`src/rtl/control_ajuste_reloj_if.sv`:
```
// Signal bundle between the clock controller and the buttons / hh:mm:ss counter chain.
interface control_ajuste_reloj_if;
    logic       pulsador_modo;
    logic       pulsador_inc;
    logic       fin_seg;
    logic       fin_min;
    logic       en_seg;
    logic       en_min;
    logic       en_hora;
    logic [1:0] modo;
    logic       parpadeo;

    modport master (
        input  pulsador_modo, pulsador_inc, fin_seg, fin_min,
        output en_seg, en_min, en_hora, modo, parpadeo
    );

    modport slave (
        output pulsador_modo, pulsador_inc, fin_seg, fin_min,
        input  en_seg, en_min, en_hora, modo, parpadeo
    );
endinterface

```
`src/rtl/control_ajuste_reloj.sv`:
```
// Clock-setting controller: 1 s prescaler, button debounce, RUN/SET_HORA/SET_MIN
// mode FSM, counter enables and blink generation for the hh:mm:ss chain.
module control_ajuste_reloj #(
    parameter int DIV_SEG      = 50_000_000,
    parameter int DEB_CICLOS   = 500_000,
    parameter int DIV_PARPADEO = 12_500_000
) (
    input  logic                   clock,
    input  logic                   reset,
    control_ajuste_reloj_if.master bus
);
    function automatic int clogb2(input int v);
        int r;
        r = 1;
        for (int i = 1; i < 31; i++) begin
            if ((v >> i) != 32'sd0) begin
                r = i + 1;
            end else begin
                r = r;
            end
        end
        return r;
    endfunction

    localparam int SEG_W = clogb2(DIV_SEG - 1);
    localparam int DEB_W = clogb2(DEB_CICLOS);
    localparam int PAR_W = clogb2(DIV_PARPADEO - 1);

    localparam logic [SEG_W-1:0] SEG_LAST = SEG_W'(DIV_SEG - 1);
    localparam logic [SEG_W-1:0] SEG_ONE  = SEG_W'(1);
    localparam logic [SEG_W-1:0] SEG_ZERO = SEG_W'(0);
    localparam logic [DEB_W-1:0] DEB_LAST = DEB_W'(DEB_CICLOS - 1);
    localparam logic [DEB_W-1:0] DEB_ONE  = DEB_W'(1);
    localparam logic [DEB_W-1:0] DEB_ZERO = DEB_W'(0);
    localparam logic [PAR_W-1:0] PAR_LAST = PAR_W'(DIV_PARPADEO - 1);
    localparam logic [PAR_W-1:0] PAR_ONE  = PAR_W'(1);
    localparam logic [PAR_W-1:0] PAR_ZERO = PAR_W'(0);

    typedef enum logic [1:0] {
        RUN      = 2'b00,
        SET_HORA = 2'b01,
        SET_MIN  = 2'b10
    } modo_e;

    // Index 0 is the mode button, index 1 the increment button.
    logic [1:0]            raw_s;
    logic [1:0]            sync1_q, sync2_q, deb_q, deb_d, pulse_s;
    logic [1:0][DEB_W-1:0] deb_cnt_q, deb_cnt_d;
    logic                  p_modo_s, p_inc_s;

    modo_e                 modo_q, modo_d;
    logic [SEG_W-1:0]      pre_q, pre_d;
    logic                  tick_s;
    logic [PAR_W-1:0]      par_cnt_q, par_cnt_d;
    logic                  parpadeo_q, parpadeo_d;
    logic                  en_seg_q, en_seg_d;
    logic                  en_min_q, en_min_d;
    logic                  en_hora_q, en_hora_d;

    assign raw_s    = {bus.pulsador_inc, bus.pulsador_modo};
    assign p_modo_s = pulse_s[0];
    assign p_inc_s  = pulse_s[1];

    // Debounce: accept a new level after DEB_CICLOS consecutive differing cycles; pulse on rising acceptance.
    always_comb begin
        deb_d     = deb_q;
        deb_cnt_d = deb_cnt_q;
        pulse_s   = 2'b00;
        for (int i = 0; i < 2; i++) begin
            if (sync2_q[i] != deb_q[i]) begin
                if (deb_cnt_q[i] == DEB_LAST) begin
                    deb_d[i]     = sync2_q[i];
                    deb_cnt_d[i] = DEB_ZERO;
                    pulse_s[i]   = sync2_q[i];
                end else begin
                    deb_cnt_d[i] = deb_cnt_q[i] + DEB_ONE;
                end
            end else begin
                deb_cnt_d[i] = DEB_ZERO;
            end
        end
    end

    // Mode FSM next state.
    always_comb begin
        modo_d = modo_q;
        if (p_modo_s) begin
            case (modo_q)
                RUN:      modo_d = SET_HORA;
                SET_HORA: modo_d = SET_MIN;
                SET_MIN:  modo_d = RUN;
                default:  modo_d = RUN;
            endcase
        end else begin
            modo_d = modo_q;
        end
    end

    // Prescaler, enables and blink; a mode change beats a simultaneous increment.
    always_comb begin
        tick_s     = (modo_q == RUN) && (pre_q == SEG_LAST);
        pre_d      = SEG_ZERO;
        en_seg_d   = 1'b0;
        en_min_d   = 1'b0;
        en_hora_d  = 1'b0;
        par_cnt_d  = PAR_ZERO;
        parpadeo_d = 1'b0;

        if ((modo_q == RUN) && (modo_d == RUN)) begin
            pre_d = tick_s ? SEG_ZERO : (pre_q + SEG_ONE);
        end else begin
            pre_d = SEG_ZERO;
        end

        case (modo_q)
            RUN: begin
                en_seg_d  = tick_s;
                en_min_d  = tick_s & bus.fin_seg;
                en_hora_d = tick_s & bus.fin_seg & bus.fin_min;
            end
            SET_HORA: en_hora_d = p_inc_s & ~p_modo_s;
            SET_MIN:  en_min_d  = p_inc_s & ~p_modo_s;
            default: begin
                en_seg_d  = 1'b0;
                en_min_d  = 1'b0;
                en_hora_d = 1'b0;
            end
        endcase

        if (modo_d != modo_q) begin
            par_cnt_d  = PAR_ZERO;
            parpadeo_d = (modo_d != RUN);
        end else if (modo_q != RUN) begin
            if (par_cnt_q == PAR_LAST) begin
                par_cnt_d  = PAR_ZERO;
                parpadeo_d = ~parpadeo_q;
            end else begin
                par_cnt_d  = par_cnt_q + PAR_ONE;
                parpadeo_d = parpadeo_q;
            end
        end else begin
            par_cnt_d  = PAR_ZERO;
            parpadeo_d = 1'b0;
        end
    end

    // State and output registers.
    always_ff @(posedge clock or negedge reset) begin
        if (!reset) begin
            sync1_q    <= 2'b00;
            sync2_q    <= 2'b00;
            deb_q      <= 2'b00;
            deb_cnt_q  <= {2{DEB_ZERO}};
            modo_q     <= RUN;
            pre_q      <= SEG_ZERO;
            par_cnt_q  <= PAR_ZERO;
            parpadeo_q <= 1'b0;
            en_seg_q   <= 1'b0;
            en_min_q   <= 1'b0;
            en_hora_q  <= 1'b0;
        end else begin
            sync1_q    <= raw_s;
            sync2_q    <= sync1_q;
            deb_q      <= deb_d;
            deb_cnt_q  <= deb_cnt_d;
            modo_q     <= modo_d;
            pre_q      <= pre_d;
            par_cnt_q  <= par_cnt_d;
            parpadeo_q <= parpadeo_d;
            en_seg_q   <= en_seg_d;
            en_min_q   <= en_min_d;
            en_hora_q  <= en_hora_d;
        end
    end

    assign bus.en_seg   = en_seg_q;
    assign bus.en_min   = en_min_q;
    assign bus.en_hora  = en_hora_q;
    assign bus.modo     = modo_q;
    assign bus.parpadeo = parpadeo_q;
endmodule

```
`src/flat_wrapper.sv`:
```
// flat-port wrapper written by rule: the top's interface ports become plain ports
module control_ajuste_reloj_flat 
#(
    parameter int DIV_SEG      = 50_000_000,
    parameter int DEB_CICLOS   = 500_000,
    parameter int DIV_PARPADEO = 12_500_000
)
  (clock, reset, bus_pulsador_modo, bus_pulsador_inc, bus_fin_seg, bus_fin_min, bus_en_seg, bus_en_min, bus_en_hora, bus_modo, bus_parpadeo);
  control_ajuste_reloj_if bus_i ();
  input  logic clock;
  input  logic reset;
  input wire logic [$bits(bus_i.pulsador_modo)-1:0] bus_pulsador_modo;
  input wire logic [$bits(bus_i.pulsador_inc)-1:0] bus_pulsador_inc;
  input wire logic [$bits(bus_i.fin_seg)-1:0] bus_fin_seg;
  input wire logic [$bits(bus_i.fin_min)-1:0] bus_fin_min;
  output wire logic [$bits(bus_i.en_seg)-1:0] bus_en_seg;
  output wire logic [$bits(bus_i.en_min)-1:0] bus_en_min;
  output wire logic [$bits(bus_i.en_hora)-1:0] bus_en_hora;
  output wire logic [$bits(bus_i.modo)-1:0] bus_modo;
  output wire logic [$bits(bus_i.parpadeo)-1:0] bus_parpadeo;
  assign bus_i.pulsador_modo = bus_pulsador_modo;
  assign bus_i.pulsador_inc = bus_pulsador_inc;
  assign bus_i.fin_seg = bus_fin_seg;
  assign bus_i.fin_min = bus_fin_min;
  assign bus_en_seg = bus_i.en_seg;
  assign bus_en_min = bus_i.en_min;
  assign bus_en_hora = bus_i.en_hora;
  assign bus_modo = bus_i.modo;
  assign bus_parpadeo = bus_i.parpadeo;
  control_ajuste_reloj #(.DIV_SEG(DIV_SEG), .DEB_CICLOS(DEB_CICLOS), .DIV_PARPADEO(DIV_PARPADEO)) u_core (.clock(clock), .reset(reset), .bus(bus_i));
endmodule
```
`config.mk`:
```
export PLATFORM = sky130hd
export DESIGN_NAME = control_ajuste_reloj_flat
export DESIGN_NICKNAME = d
export VERILOG_FILES = /design/src/rtl/control_ajuste_reloj_if.sv /design/src/rtl/control_ajuste_reloj.sv /design/src/flat_wrapper.sv
export SDC_FILE = /design/constraint.sdc
export NUM_CORES = 1
export LEC_CHECK = 0
export CORE_MARGIN = 2
export CORE_UTILIZATION = 35
export DETAILED_ROUTE_END_ITERATION = 6
export GPL_TIMING_DRIVEN = 1
export PLACE_DENSITY_LB_ADDON = 0.3
export SLEW_MARGIN = 10
export SYNTH_ARGS = -nofsm -noshare
export SYNTH_HDL_FRONTEND = slang
export SYNTH_SLANG_ARGS = --single-unit
```
`constraint.sdc`:
```
create_clock -name clock -period 2.3 [get_ports clock]
set_clock_uncertainty 0.05 [all_clocks]
set_input_delay 0.345 -clock clock [delete_from_list [all_inputs] [get_ports clock]]
set_output_delay 0.345 -clock clock [all_outputs]
set_load 0.02 [all_outputs]
```
==> results_dict.tcl <==
set metrics [dict create \
    status "finished clean" \
    cellLeakagePower_nw 2.30 \
    ys_async_sr_fraction 1.00 \
    wire_per_inst_um 12.7 \
    worst_hold_path_type "reg -> reg" \
    drtPass1Iterations 4 \
    worstPathMaxFanout 23 \
    dieArea_sq_um 15000 \
    viasPerCell 4.84 \
    final_net_count 515 \
    syn_avg_cell_area_sq_um 10.1 \
    post-place-ws_ps 258 \
    grt_max_degree 55 \
    seq_area_frac_synth 0.510 \
    clk_pin_slew_worst_paths_ps 70 \
    cp_top_family "simple AND/OR/NAND/NOR gates" \
    syn-cell-area_sq_um 4900 \
    worst-slew-pin-transition_ps 604 \
    critPathMaxStageDelay_ps 450 \
    worstPathRequired_ps 2480 \
    clk_path_buf_depth 2 \
    grt_pass1_wl_um 15800 \
    setup-tns-final_ps 0 \
    h-tree-depth 3 \
    diodes 0 \
    min_period_ps 2020 \
    ir_drop_uv 415 \
    core_sq_um 13800 \
    track_usage 0.131 \
    drt_iter0_markers 194 \
    num-fill-cells 1396 \
    setup_viol 0 \
    synth_cell_types 39 \
    gp_congestion 0.824 \
    die_w_um 122 \
    final_area_sq_um 5540 \
    antenna_left 0 \
    worstPathArrival_ps 2210 \
    fmax_ghz 0.494 \
    multi_input_area_sq_um 2260 \
    pin_count 12 \
    synth_top_area_cell "dfrtp_1" \
    start_kind "flop" \
    vias 3340 \
    synth_enable_flop_cells 0 \
    finalHoldViolCount 0 \
    rsz0062_at_grt "false" \
    report.final.slew_viol_count 0 \
    cts.sinks 100 \
    crit_chain "ha_1 -> nand4_1 -> nor4_1 -> buf_4 -> or3_1 -> buf_12 -> nor2_1" \
    wirelength_um 8770 \
    initial_core_util 0.356 \
    timing.final.crit_share 0.880 \
    synth_area_leaders "dfrtp_1 (51%), nor2_1 (8.1%), xnor2_1 (7.5%)" \
    yosys_most_used_dff "dfrtp_1" \
    power_density_nw_per_um2 630 \
    clk_latency_ps 340 \
    drv_cap 0 \
    port-buffer-count 11 \
    layout-drive-gt1-share 0.0804 \
    syn_to_final_growth_pct 12.9 \
    yosys.area.top_type_share 0.510 \
    layout_setup_ws_ps 277 \
    numCtsBuffers 9 \
    num_rows 43 \
    syn_inst 487 \
    criticalPathCategory "reg -> reg" \
    ys_ff_latch 100 \
    endpoint_kind "flop" \
    cts_tree "yes" \
    antenna_found_initial 0 \
    syn_nets 497 \
    crit_slowest_cell "nor4_1" \
    cts_root_buf "clkbuf_16" \
    remaining_drc_errors 0 \
    synth_commonest_cells "nor2_1 (106), dfrtp_1 (100), xnor2_1 (42)" \
    max_slew_margin 0.597 \
    cp_num_buf_inv 2 \
    grt_pass1_vias 3363 \
    post-synth-top-count-cell "nor2_1" \
    seqCellArea_sq_um 2500 \
    dp_hpwl_um 6040 \
    ys_warn_count 0 \
    grt.overflow.total 0 \
    fp.dieH_um 122 \
    place_area_sq_um 5200 \
]
-- cell families after synthesis --
kind of cell | share of synthesized area
adders and majority gates | 0.0102
xor gates and xnor gates | 0.145
buffers and inverters | 0.0298
AOI/OAI and AO/OA | 0.00944
and+or+nand+nor | 0.291
DFF | 0.510
muxes | 0.00459
-- flip-flops by register name, summed over array words and instances, names as in the netlist --
name and count:
u_core.bus.en_min 1, u_core.sync2_q 2, u_core.par_cnt_q 24, u_core.deb_cnt_q 38
u_core.deb_q 2, u_core.bus.en_seg 1, u_core.bus.modo 2, u_core.bus.parpadeo 1
u_core.pre_q 26, u_core.bus.en_hora 1, u_core.sync1_q 2
-- worst paths after layout --
kind	startpoint	endpoint	slack (ps)	cells past startpoint
min in group asynchronous	reset	u_core.bus.en_min	540	2
worst max register to register	u_core.par_cnt_q[0]	u_core.par_cnt_q[5]	280	7
worst min-delay path	u_core.sync1_q[0]	u_core.sync2_q[0]	300	0
worst min register to register	u_core.sync1_q[0]	u_core.sync2_q[0]	300	0
worst max-delay path	u_core.par_cnt_q[0]	u_core.par_cnt_q[5]	280	7
max in group asynchronous	reset	u_core.par_cnt_q[16]	970	3
-- layout make-up --
cell class                      instances  area share
Sequential cell                       100       0.452
Multi-Input combinational cell        366       0.408
Clock buffer                            9      0.0407
Tap cell                              180      0.0407
Timing Repair Buffer                   19      0.0353
Clock inverter                          7      0.0176
Inverter                                9     0.00610
-- timing repair --
action                                 CTS  global route
endpoints found under the hold margin   46             0
buffers inserted                         0             0
hold buffers                             1             0
gates resized for setup                  0             0
-- through the flow --
step | total power, W | hold slack, ps | utilization | std cells
global placement | 0.00189 | 290 | 0.378 | 673
finish | 0.00349 | 303 | 0.402 | 690
CTS | 0.00354 | 305 | 0.402 | 690
floorplan | 0.00184 | -0.591 | - | 487
detailed placement | 0.00190 | 289 | 0.378 | 673
global route | 0.00363 | 312 | 0.402 | 690
-- power by group --
part	internal [W]	switching [W]
Combinational	0.0000230	0.0000539
Clock	0.000959	0.000669
Sequential	0.00177	0.0000112
-- cells in the final DEF, fill, tap and decap left out, types with 4 or more instances in the layout --
cell	Yosys	layout
a21oi_1	4	4
and3_1	14	14
and4_1	8	8
buf_4	3	6
clkbuf_16	0	9
clkdlybuf4s50_1	0	10
dfrtp_1	100	100
ha_1	4	4
inv_1	9	9
nand2_1	35	35
nand3_1	37	37
nand4_1	20	20
nor2_1	106	106
nor3_1	10	10
nor4_1	6	6
nor4b_1	5	5
o21ai_0	4	4
or4_1	4	4
xnor2_1	42	42
xor2_1	39	39
-- per-layer routing --
layer | GRT usage | vias to the layer above | share of wire
li1 | - | 1689 | -
met1 | 0.182 | 1604 | 0.51
met2 | 0.201 | 37 | 0.45
met3 | 0.0311 | 10 | 0.028
met4 | 0.0453 | 0 | 0.016
met5 | 0 | - | 0
(Power assumes the default switching activity.)
